$ cat src/rtl/run_ctrl_if.sv
// -----------------------------------------------------------------------------
// run_ctrl_if
// Bundle of the run-control signals exchanged between the execution sequencer
// (run_ctrl) and the surrounding system (top-level trigger, host debug port and
// the CPU core).
//
// Parameters
//   ADDR_W   width of pc / bp_addr
//   CNT_W    width of the retired-instruction counter
//
// Signals (direction seen from the sequencer, i.e. the slave modport)
//   trigger     in   level input, rising edge requests a run
//   run_req     in   pulse, free-run from IDLE/HALT
//   step_req    in   pulse, execute a burst of instructions from IDLE/HALT
//   halt_req    in   pulse, stop at the next cycle boundary
//   bp_en       in   breakpoint enable
//   bp_addr     in   breakpoint PC
//   pc          in   current core PC
//   instr       in   instruction at pc
//   cpu_en      out  core advances this cycle
//   state       out  00 IDLE, 01 RUN, 10 STEP, 11 HALT
//   halt_cause  out  00 NONE, 01 HOST, 10 BP/STEP-DONE, 11 EBREAK
//   retired     out  number of retired instructions (saturating)
//
// The master modport is the side that drives the requests and observes the
// sequencer (system / testbench); the slave modport is the sequencer itself.
// -----------------------------------------------------------------------------
interface run_ctrl_if #(
  parameter int unsigned ADDR_W = 32,
  parameter int unsigned CNT_W  = 32
);

  logic              trigger;
  logic              run_req;
  logic              step_req;
  logic              halt_req;
  logic              bp_en;
  logic [ADDR_W-1:0] bp_addr;
  logic [ADDR_W-1:0] pc;
  logic [31:0]       instr;

  logic              cpu_en;
  logic [1:0]        state;
  logic [1:0]        halt_cause;
  logic [CNT_W-1:0]  retired;

  modport master (
    output trigger,
    output run_req,
    output step_req,
    output halt_req,
    output bp_en,
    output bp_addr,
    output pc,
    output instr,
    input  cpu_en,
    input  state,
    input  halt_cause,
    input  retired
  );

  modport slave (
    input  trigger,
    input  run_req,
    input  step_req,
    input  halt_req,
    input  bp_en,
    input  bp_addr,
    input  pc,
    input  instr,
    output cpu_en,
    output state,
    output halt_cause,
    output retired
  );

endinterface : run_ctrl_if

$ cat src/rtl/run_ctrl.sv
// -----------------------------------------------------------------------------
// run_ctrl
// Execution sequencer for the single-cycle CPU core. Generates cpu_en, the
// global advance enable that gates PC update, register-file write and
// data-memory write. The core can be run freely, single-stepped in bursts of
// STEP_BURST instructions, or halted by a host request, a PC breakpoint or an
// EBREAK instruction. Retired instructions are counted for the host.
//
// Parameters
//   ADDR_W      width of pc / bp_addr (must match the interface)
//   CNT_W       width of the retired counter (must match the interface)
//   STEP_BURST  instructions executed per step request (>= 1)
//   EBREAK_OP   instruction encoding that halts the core
//
// Ports
//   clk   system clock, all state on the rising edge
//   rst   synchronous, active-high reset
//   bus   run_ctrl_if.slave: requests, breakpoint, pc/instr in;
//         cpu_en, state, halt_cause, retired out
//
// Timing
//   cpu_en is purely combinational from the registered state and this
//   cycle's inputs, so a halt condition suppresses the very instruction that
//   raised it. state / halt_cause reflect the decision one cycle later.
// -----------------------------------------------------------------------------
module run_ctrl #(
  parameter int unsigned ADDR_W     = 32,
  parameter int unsigned CNT_W      = 32,
  parameter int unsigned STEP_BURST = 1,
  parameter logic [31:0] EBREAK_OP  = 32'h00100073
) (
  input  logic     clk,
  input  logic     rst,
  run_ctrl_if.slave bus
);

  // ---------------------------------------------------------------------------
  // Types and constants
  // ---------------------------------------------------------------------------
  typedef enum logic [1:0] {
    ST_IDLE = 2'b00,
    ST_RUN  = 2'b01,
    ST_STEP = 2'b10,
    ST_HALT = 2'b11
  } state_e;

  typedef enum logic [1:0] {
    CS_NONE   = 2'b00,
    CS_HOST   = 2'b01,
    CS_BP     = 2'b10,   // breakpoint hit or step burst completed
    CS_EBREAK = 2'b11
  } cause_e;

  // Step counter only needs to hold STEP_BURST; keep at least one bit.
  localparam int unsigned SC_W = (STEP_BURST < 2) ? 1 : $clog2(STEP_BURST + 1);
  localparam logic [SC_W-1:0] STEP_INIT = SC_W'(STEP_BURST);
  localparam logic [SC_W-1:0] STEP_LAST = SC_W'(1);

  // ---------------------------------------------------------------------------
  // State
  // ---------------------------------------------------------------------------
  state_e           state_q,    state_d;
  cause_e           cause_q,    cause_d;
  logic [SC_W-1:0]  step_cnt_q, step_cnt_d;
  logic             skip_q,     skip_d;      // ignore breakpoint on first instr after resume
  logic             trig_q;                  // previous trigger level for edge detect
  logic [CNT_W-1:0] retired_q;

  // ---------------------------------------------------------------------------
  // Hit detection
  // ---------------------------------------------------------------------------
  logic [ADDR_W-1:0] pc_c;
  logic [ADDR_W-1:0] bp_addr_c;
  logic              start;
  logic              ebreak_hit;
  logic              bp_hit;
  logic              en_c;

  assign pc_c      = bus.pc;
  assign bp_addr_c = bus.bp_addr;

  // A run request is either an explicit pulse or a rising edge on trigger.
  assign start      = bus.run_req | (bus.trigger & ~trig_q);
  // EBREAK is never masked by skip: resuming onto an EBREAK halts again.
  assign ebreak_hit = (bus.instr == EBREAK_OP);
  // skip lets a resume from a breakpoint execute the instruction at bp_addr.
  assign bp_hit     = bus.bp_en & (pc_c == bp_addr_c) & ~skip_q;

  // ---------------------------------------------------------------------------
  // Next-state / output logic
  // ---------------------------------------------------------------------------
  // NOTE: every signal driven here receives a default before the case
  // statement, so no path leaves it unassigned and no latch is inferred.
  always_comb begin
    state_d    = state_q;
    cause_d    = cause_q;
    step_cnt_d = step_cnt_q;
    skip_d     = skip_q;
    en_c       = 1'b0;

    case (state_q)
      ST_IDLE, ST_HALT: begin
        // An EBREAK halt is sticky: only reset can leave it.
        if (cause_q != CS_EBREAK) begin
          if (start) begin
            state_d = ST_RUN;
            cause_d = CS_NONE;
            skip_d  = 1'b1;
          end else if (bus.step_req) begin
            state_d    = ST_STEP;
            cause_d    = CS_NONE;
            skip_d     = 1'b1;
            step_cnt_d = STEP_INIT;
          end else if (bus.halt_req && (state_q == ST_IDLE)) begin
            state_d = ST_HALT;
            cause_d = CS_HOST;
          end
        end
      end

      ST_RUN, ST_STEP: begin
        if (bus.halt_req) begin
          state_d = ST_HALT;
          cause_d = CS_HOST;
        end else if (ebreak_hit) begin
          state_d = ST_HALT;
          cause_d = CS_EBREAK;
        end else if (bp_hit) begin
          state_d = ST_HALT;
          cause_d = CS_BP;
        end else begin
          en_c   = 1'b1;
          skip_d = 1'b0;
          if (state_q == ST_STEP) begin
            step_cnt_d = step_cnt_q - STEP_LAST;
            // Last instruction of the burst executes, then the core stops.
            if (step_cnt_q == STEP_LAST) begin
              state_d = ST_HALT;
              cause_d = CS_BP;
            end
          end
        end
      end

      default: ;
    endcase
  end

  // ---------------------------------------------------------------------------
  // State registers
  // ---------------------------------------------------------------------------
  // NOTE: sequential state uses non-blocking assignments so every register
  // samples the pre-edge values, independent of statement order.
  always_ff @(posedge clk) begin
    if (rst) begin
      state_q    <= ST_IDLE;
      cause_q    <= CS_NONE;
      step_cnt_q <= '0;
      skip_q     <= 1'b0;
      trig_q     <= 1'b0;
      retired_q  <= '0;
    end else begin
      state_q    <= state_d;
      cause_q    <= cause_d;
      step_cnt_q <= step_cnt_d;
      skip_q     <= skip_d;
      trig_q     <= bus.trigger;
      // Saturate rather than wrap so the host never sees a small count
      // after a very long run.
      if (en_c && (retired_q != '1)) begin
        retired_q <= retired_q + CNT_W'(1);
      end
    end
  end

  // ---------------------------------------------------------------------------
  // Outputs
  // ---------------------------------------------------------------------------
  // Reset aborts execution in the same cycle it is asserted.
  assign bus.cpu_en     = en_c & ~rst;
  assign bus.state      = state_q;
  assign bus.halt_cause = cause_q;
  assign bus.retired    = retired_q;

endmodule : run_ctrl

$ cat src/flat_wrapper.sv
// flat-port wrapper written by rule: the top's interface ports become plain ports
module run_ctrl_flat 
#(
  parameter int unsigned ADDR_W     = 32,
  parameter int unsigned CNT_W      = 32,
  parameter int unsigned STEP_BURST = 1,
  parameter logic [31:0] EBREAK_OP  = 32'h00100073
)
  (clk, rst, bus_trigger, bus_run_req, bus_step_req, bus_halt_req, bus_bp_en, bus_bp_addr, bus_pc, bus_instr, bus_cpu_en, bus_state, bus_halt_cause, bus_retired);
  run_ctrl_if #(.ADDR_W(ADDR_W), .CNT_W(CNT_W)) bus_i ();
  input  logic clk;
  input  logic rst;
  input wire logic [$bits(bus_i.trigger)-1:0] bus_trigger;
  input wire logic [$bits(bus_i.run_req)-1:0] bus_run_req;
  input wire logic [$bits(bus_i.step_req)-1:0] bus_step_req;
  input wire logic [$bits(bus_i.halt_req)-1:0] bus_halt_req;
  input wire logic [$bits(bus_i.bp_en)-1:0] bus_bp_en;
  input wire logic [$bits(bus_i.bp_addr)-1:0] bus_bp_addr;
  input wire logic [$bits(bus_i.pc)-1:0] bus_pc;
  input wire logic [$bits(bus_i.instr)-1:0] bus_instr;
  output wire logic [$bits(bus_i.cpu_en)-1:0] bus_cpu_en;
  output wire logic [$bits(bus_i.state)-1:0] bus_state;
  output wire logic [$bits(bus_i.halt_cause)-1:0] bus_halt_cause;
  output wire logic [$bits(bus_i.retired)-1:0] bus_retired;
  assign bus_i.trigger = bus_trigger;
  assign bus_i.run_req = bus_run_req;
  assign bus_i.step_req = bus_step_req;
  assign bus_i.halt_req = bus_halt_req;
  assign bus_i.bp_en = bus_bp_en;
  assign bus_i.bp_addr = bus_bp_addr;
  assign bus_i.pc = bus_pc;
  assign bus_i.instr = bus_instr;
  assign bus_cpu_en = bus_i.cpu_en;
  assign bus_state = bus_i.state;
  assign bus_halt_cause = bus_i.halt_cause;
  assign bus_retired = bus_i.retired;
  run_ctrl #(.ADDR_W(ADDR_W), .CNT_W(CNT_W), .STEP_BURST(STEP_BURST), .EBREAK_OP(EBREAK_OP)) u_core (.clk(clk), .rst(rst), .bus(bus_i));
endmodule
$ cat config.mk
export PLATFORM = sky130hd
export DESIGN_NAME = run_ctrl_flat
export DESIGN_NICKNAME = d
export VERILOG_FILES = /design/src/rtl/run_ctrl_if.sv /design/src/rtl/run_ctrl.sv /design/src/flat_wrapper.sv
export SDC_FILE = /design/constraint.sdc
export NUM_CORES = 1
export LEC_CHECK = 0
export CAP_MARGIN = 10
export CELL_PAD_IN_SITES_DETAIL_PLACEMENT = 0
export CELL_PAD_IN_SITES_GLOBAL_PLACEMENT = 1
export CORE_ASPECT_RATIO = 2
export CORE_MARGIN = 2
export CORE_UTILIZATION = 24
export CTS_CLUSTER_SIZE = 20
export DETAILED_ROUTE_END_ITERATION = 8
export GPL_ROUTABILITY_DRIVEN = 0
export PLACE_DENSITY = 0.88
export SYNTH_ARGS = -nofsm -noshare
export SYNTH_HDL_FRONTEND = slang
export SYNTH_SLANG_ARGS = --single-unit
export TNS_END_PERCENT = 1
$ cat constraint.sdc
create_clock -name clk -period 2.2 [get_ports clk]
set_input_delay 0.44 -clock clk [delete_from_list [all_inputs] [get_ports clk]]
set_output_delay 0.44 -clock clk [all_outputs]
set_load 0.02 [all_outputs]
==> results of run 1 <==
[critical path, cell delays in order]
cell and delay [ps]:
clkdlybuf4s50_1 390, nor4b_2 160, nand4_1 100, o21ai_2 80, buf_6 120, a31oi_4 320
buf_6 140, nand4_1 80, buf_6 150, buf_6 120, buf_6 120, o21ai_2 120
a21oi_2 60
[flip-flops by register name, summed over array words and instances, names as in the netlist]
name,flops
u_core.skip_q,1
u_core.step_cnt_q,1
u_core.bus.retired,32
u_core.bus.halt_cause,2
u_core.trig_q,1
u_core.bus.state,2
[power breakdown]
group | total (mW) | switching, mW | leakage, nW | internal [mW]
clock | 0.929 | 0.279 | 0.0911 | 0.650
combinational | 1.04 | 0.463 | 1.35 | 0.573
sequential | 0.804 | 0.0421 | 0.316 | 0.762
total | 2.77 | 0.784 | 1.76 | 1.98
[cell usage in the layout, fill, tap and decap left out, drive strengths merged, types with 2 or more instances in the layout]
| cell type | count |
|---|---|
| a21oi | 17 |
| a311oi | 2 |
| and3 | 2 |
| and4 | 3 |
| buf | 42 |
| bufinv | 2 |
| clkbuf | 6 |
| clkdlybuf4s15 | 6 |
| clkdlybuf4s50 | 50 |
| dfxtp | 39 |
| dlygate4sd2 | 77 |
| dlymetal6s2s | 5 |
| ha | 4 |
| inv | 8 |
| mux2i | 3 |
| nand2 | 12 |
| nand3 | 11 |
| nand4 | 26 |
| nor2 | 28 |
| nor2b | 3 |
| nor3 | 8 |
| nor4 | 7 |
| nor4b | 4 |
| nor4bb | 2 |
| o21a | 2 |
| o21ai | 13 |
| o31ai | 6 |
| or3 | 12 |
| or4 | 8 |
| xnor2 | 37 |
| xor2 | 9 |
[path summary, 6_finish.rpt]
path | start | end | cells past startpoint
hold reg to reg | u_core.skip_q | u_core.skip_q | 2
hold / removal | u_core.skip_q | u_core.skip_q | 2
setup / recovery | bus_instr[6] | u_core.bus.retired[23] | 13
setup reg to reg | u_core.bus.state[0] | u_core.bus.retired[23] | 14
[kinds of logic (layout without fill, tap and decap cells)]
family                     count (synthesis)  in the layout  synth area share, %
muxes                                      3              3                 1.24
AOI/OAI and AO/OA                         45             45                 12.4
DFF                                       39             39                 32.2
buffers and inverters                     18            196                 3.15
xor gates and xnor gates                  46             46                 16.6
adders and majority gates                  4              4                 2.06
and+or+nand+nor                          130            130                 32.4
[area by class of cell]
cell class              instances  area [um^2]  share of cell area, %
multi-input cells             228         1730                   37.9
clock inverters                 2         60.1                   1.32
flip-flops and latches         39          783                   17.2
repair buffers                180         1650                   36.2
clock buffers                   6          129                   2.83
inverters                       8         32.5                  0.715
well taps                     135          169                   3.71
[timing repair]
| item | CTS | global route |
|---|---|---|
| endpoints found under the setup margin | 29 | 29 |
| buffers inserted | 5 | 1 |
| resized for setup | 119 | 27 |
| pin swaps | 70 | 20 |
| hold buffers | 0 | 0 |
[routing by layer]
layer  vias to the layer above  routed length [um]  GRT usage [%]
li1                       1406                   -              -
met1                      1285                3150           17.5
met2                       130                4020           24.4
met3                        13                 662           3.80
met4                         0                 127           4.55
met5                         -                   0              0
==> run_results.csv, run 1 <==
group,metric,value,unit
clock_network,clkTransAtPathRegs,60,ps
placed_design,io_buffers,139,
global_route,antenna_violations_before_repair,0,
hold_path,hp-class,"reg -> reg",
sta,rsz0062_at_grt,"yes",
floorplanning,floorplan.initialDensity,24.4,%
synth,syn-num-nets,392,
clock_network,cts_root_buf,"clkbuf_16",
sta,layout_worst_path_cycle_share,102,%
sta,slew_headroom,69.2,%
sta,setup_viol_count_final,8,
global_route,global_route.overflow_total,0,
placed_design,detailedPlace.worstSlack,-654,ps
clock_network,ctsLongestPathBuffers,2,
floorplanning,rows,52,
synth,synth_area_per_inst,8.51,um^2
synth,cells_after_synthesis,285,
placed_design,placed_area,4220,um^2
sta,worst_slew_pin_slew,463,ps
sta,final_critical_path_setup_slack,-39.9,ps
run,drv.max_cap_violation_count,0,
drt,route.detailed.drc,0,
global_route,grt_start_max_net_pins,42,
finish,antenna_cells,0,
status,violations,"negative setup slack",
drt,viasPerCell,4.74,
sta,timing.setup.tns,-133,ps
status,run_status,"finished, violations left",
floorplanning,floorplan.die.width,75.1,um
global_route,grt.total_usage,14.5,%
sta,post-route-min-period,2240,ps
synth,yosysTopAreaCellShare,32.2,%
global_route,grt_first_pass_wirelength,12900,um
drt,ant_nets,0,
synth,synth_edf_count,0,
pwr,p_total,2.77,mW
clock_network,cts_sinks,39,
clock_network,tritoncts,"done",
synth,netlist_area,2430,um^2
synth,synth_commonest_cells,"dfxtp_1 (39), xnor2_1 (37), nor2_1 (28), nand4_1 (25), a21oi_1 (17)",
sta,max_freq,0.446,GHz
drt,detailed_router_s_first_iteration_violation_count,115,
synth,ys_async_sr_fraction,0,%
floorplanning,boundaryPins,140,
drt,vias,2834,
synth,synthesis.yosys.warnings,0,
synth,synth_area_leader_cell,"dfxtp_1",
clock_network,ctsHtreeMaxLevel,2,
setup_path,worst_setup_path_end_kind,"register",
clock_network,cts-buffers-inserted,5,
setup_path,worst_ep_required_time,2350,ps
finish,post_route_insts_no_fill,598,
drt,wl_per_cell,13.3,um
placed_design,placed_cells_incl_taps,584,
sta,timing.final.max_slew_violations,0,
finish,finish.instance_area,4550,um^2
drt,drt-total-wl,7960,um
synth,number_of_register_bits_inferred_by_synthesis,39,
setup_path,timing.critical_path.arrival,2390,ps
placed_design,hpwl,6200,um
setup_path,critical_path.startpoint_type,"input port",
setup_path,timing_worst_setup_path_type,"in -> reg",
synth,synth.area.top_cells,"dfxtp_1 (32%), xnor2_1 (13%), nand4_1 (6.4%)",
finish,finalNetCount,569,
sta,finalHoldViolCount,0,
floorplanning,fp.dieArea,11000,um^2
pwr,power_leakage,1.76,nW
setup_path,reg2reg_slack,-40,ps
finish,layout_cell_share_with_drive_strength_beyond_1,20.5,%
synth,synth_most_common_cell,"dfxtp_1",
drt,first_pass_drt_iterations,4,
setup_path,critPathMaxFanout,6,
synth,post_synth_num_cell_types,43,
synth,sequential_share_of_the_synthesized_area,32.2,%
pwr,power.ir.vdd_worst,0.317,mV
sta,timing.hold.ws,504,ps
sta,finClkSkew,4.55,ps
finish,flow.area_growth_from_synthesis,87.4,%
finish,fillerInstances,1010,
synth,postSynth.topFlopCell,"dfxtp_1",
floorplanning,die_height,146,um
finish,final_core_utilization,45.7,%
clock_network,clk-insertion-delay-late,280,ps
floorplanning,core,9950,um^2
pwr,power_density,609,nW/um^2
global_route,vias_in_the_first_global_route,2779,
Note: power is estimated with default switching activity, not from simulation.
==> run 2, diff against run 1 <==
- HOLD_SLACK_MARGIN: not set -> 0.02
- PLACE_DENSITY: 0.88 -> 0.77
- RECOVER_POWER: not set -> 100
==> run 2 against run 1 <==
The run still ends with negative setup slack left. Design area down 0.17%. Critical path depth down 6. Register-to-register slack better by 50 ps. Sequential share of layout area about the same. Maximum frequency down 1.7%. Critical endpoint is now bus_cpu_en. Largest power group unchanged.
==> run_results.csv, run 2 (synthesis gave the netlist of run 1 again) <==
group,metric,value,unit
floorplanning,boundaryPins,140,
clock_network,cts_root_buf,"clkbuf_16",
placed_design,detailedPlace.worstSlack,-596,ps
sta,finalHoldViolCount,0,
finish,antenna_cells,0,
drt,vias,2757,
floorplanning,rows,52,
clock_network,tritoncts,"done",
drt,drt-total-wl,8170,um
pwr,power_leakage,1.81,nW
setup_path,timing_worst_setup_path_type,"in -> out",
drt,first_pass_drt_iterations,6,
sta,finClkSkew,5.63,ps
global_route,grt_first_pass_wirelength,13600,um
finish,final_common_cell,"dlygate4sd2_1",
sta,slew_headroom,69.0,%
pwr,comb_power_share,36.8,%
global_route,grt.total_usage,15.4,%
pwr,clock_power_share,34.0,%
run,drv.max_cap_violation_count,0,
setup_path,critPathMaxFanout,2,
drt,wl_per_cell,13.7,um
sta,post-route-min-period,2280,ps
finish,most_frequent_cells_in_the_layout,"dlygate4sd2_1 (75), clkdlybuf4s50_1 (48), dfxtp_1 (37), xnor2_1 (35), buf_4 (34)",
pwr,power_switching_share,28.4,%
floorplanning,die_height,146,um
finish,finish.instance_area,4540,um^2
floorplanning,fp.dieArea,11000,um^2
sta,timing.final.max_slew_violations,0,
status,run_status,"finished, violations left",
placed_design,placed_area,4210,um^2
floorplanning,floorplan.die.width,75.1,um
setup_path,worst_setup_path_end_kind,"output port",
sta,max_freq,0.439,GHz
pwr,power_density,607,nW/um^2
floorplanning,core,9950,um^2
clock_network,ctsHtreeMaxLevel,2,
global_route,antenna_violations_before_repair,0,
global_route,grt_start_max_net_pins,42,
placed_design,io_buffers,139,
clock_network,clkTransAtPathRegs,60,ps
setup_path,timing.critical_path.arrival,1840,ps
pwr,power.ir.vdd_worst,0.386,mV
hold_path,hp-class,"reg -> reg",
finish,layout_cell_share_with_drive_strength_beyond_1,19.0,%
placed_design,hpwl,6230,um
finish,fillerInstances,1026,
clock_network,cts-buffers-inserted,5,
drt,route.detailed.drc,0,
drt,viasPerCell,4.61,
sta,rsz0062_at_grt,"yes",
sta,worst_slew_pin_slew,465,ps
global_route,global_route.overflow_total,0,
pwr,p_total,2.76,mW
status,violations,"negative setup slack",
drt,ant_nets,0,
finish,largest_register_ffs,32,
clock_network,cts_sinks,39,
sta,layout_worst_path_cycle_share,104,%
setup_path,worst_ep_required_time,1760,ps
drt,detailed_router_s_first_iteration_violation_count,88,
setup_path,critical_path.startpoint_type,"input port",
pwr,pwr-share-seq,29.2,%
finish,flow.area_growth_from_synthesis,87.1,%
finish,finalNetCount,569,
clock_network,clk-insertion-delay-late,280,ps
floorplanning,floorplan.initialDensity,24.4,%
sta,final_critical_path_setup_slack,-78.3,ps
clock_network,ctsLongestPathBuffers,2,
global_route,vias_in_the_first_global_route,2734,
pwr,power.switching,0.782,mW
sta,setup_viol_count_final,11,
pwr,p_int,1.97,mW
==> run 2: worst paths after layout <==
| kind | from | to | slack (ps) | depth (start not counted) |
|---|---|---|---|---|
| max reg2reg | u_core.bus.state[0] | u_core.bus.retired[6] | 10 | 12 |
| min | u_core.bus.retired[27] | u_core.bus.retired[27] | 510 | 2 |
| min reg2reg | u_core.bus.retired[27] | u_core.bus.retired[27] | 510 | 2 |
| max | bus_instr[26] | bus_cpu_en | -80 | 7 |
==> run 2: final cells by class <==
class                      count  area [um^2]  area share [%]
timing repair buffer         180         1660            36.6
tap                          135          169            3.72
clock buffer                   6          129            2.84
multi-input combinational    228         1710            37.6
inverter                       8         32.5           0.717
sequential                    39          783            17.3
clock inverter                 2         60.1            1.32
==> run 2: routing by layer <==
metal | global-route usage [%] | part of all wire, % | vias up
met4 | 3.39 | 1.3 | 0
met5 | 0 | 0 | -
li1 | - | - | 1403
met3 | 3.45 | 5.2 | 10
met1 | 20.7 | 43 | 1267
met2 | 24.9 | 51 | 77
==> run 2: power groups by stage <==
stage / clock, mW / combinational (mW) / sequential [mW]
CTS: 0.965 / 0.975 / 0.805
floorplan: 0 / 0.408 / 0.857
detailed placement: 0 / 0.937 / 0.818
global route: 0.996 / 1.11 / 0.812
finish: 0.938 / 1.01 / 0.804
global placement: 0 / 0.933 / 0.816
==> run 2: what timing repair did <==
item                       in CTS  in global routing
pin swaps                      68                 32
buffers inserted                5                  2
hold buffers                    0                  0
cloned                          1                  0
setup endpoints to repair      26                 36
gates resized for setup       107                 29
==> run 2: metrics by stage <==
step	hold WS (ps)	util, %	TNS, ps	cells
floorplan	477	-	0	285
global placement	489	42.3	-12470	582
detailed placement	496	42.3	-13180	582
CTS	512	44.5	-480	596
global route	535	45.6	-2120	598
finish	510	45.6	-271	598
==> run 2: critical path, cell delays in order <==
cell and delay [ps]:
clkdlybuf4s50_1 390, nor4_1 220, nand4_1 210, o21ai_4 220
a31o_2 150, nor2_1 50, buf_4 150
==> run 3, diff against run 2 <==
- SLEW_MARGIN: not set -> 20
==> results of run 3 <==
The final DEF is identical to that of run 2; final timing and power are the same.
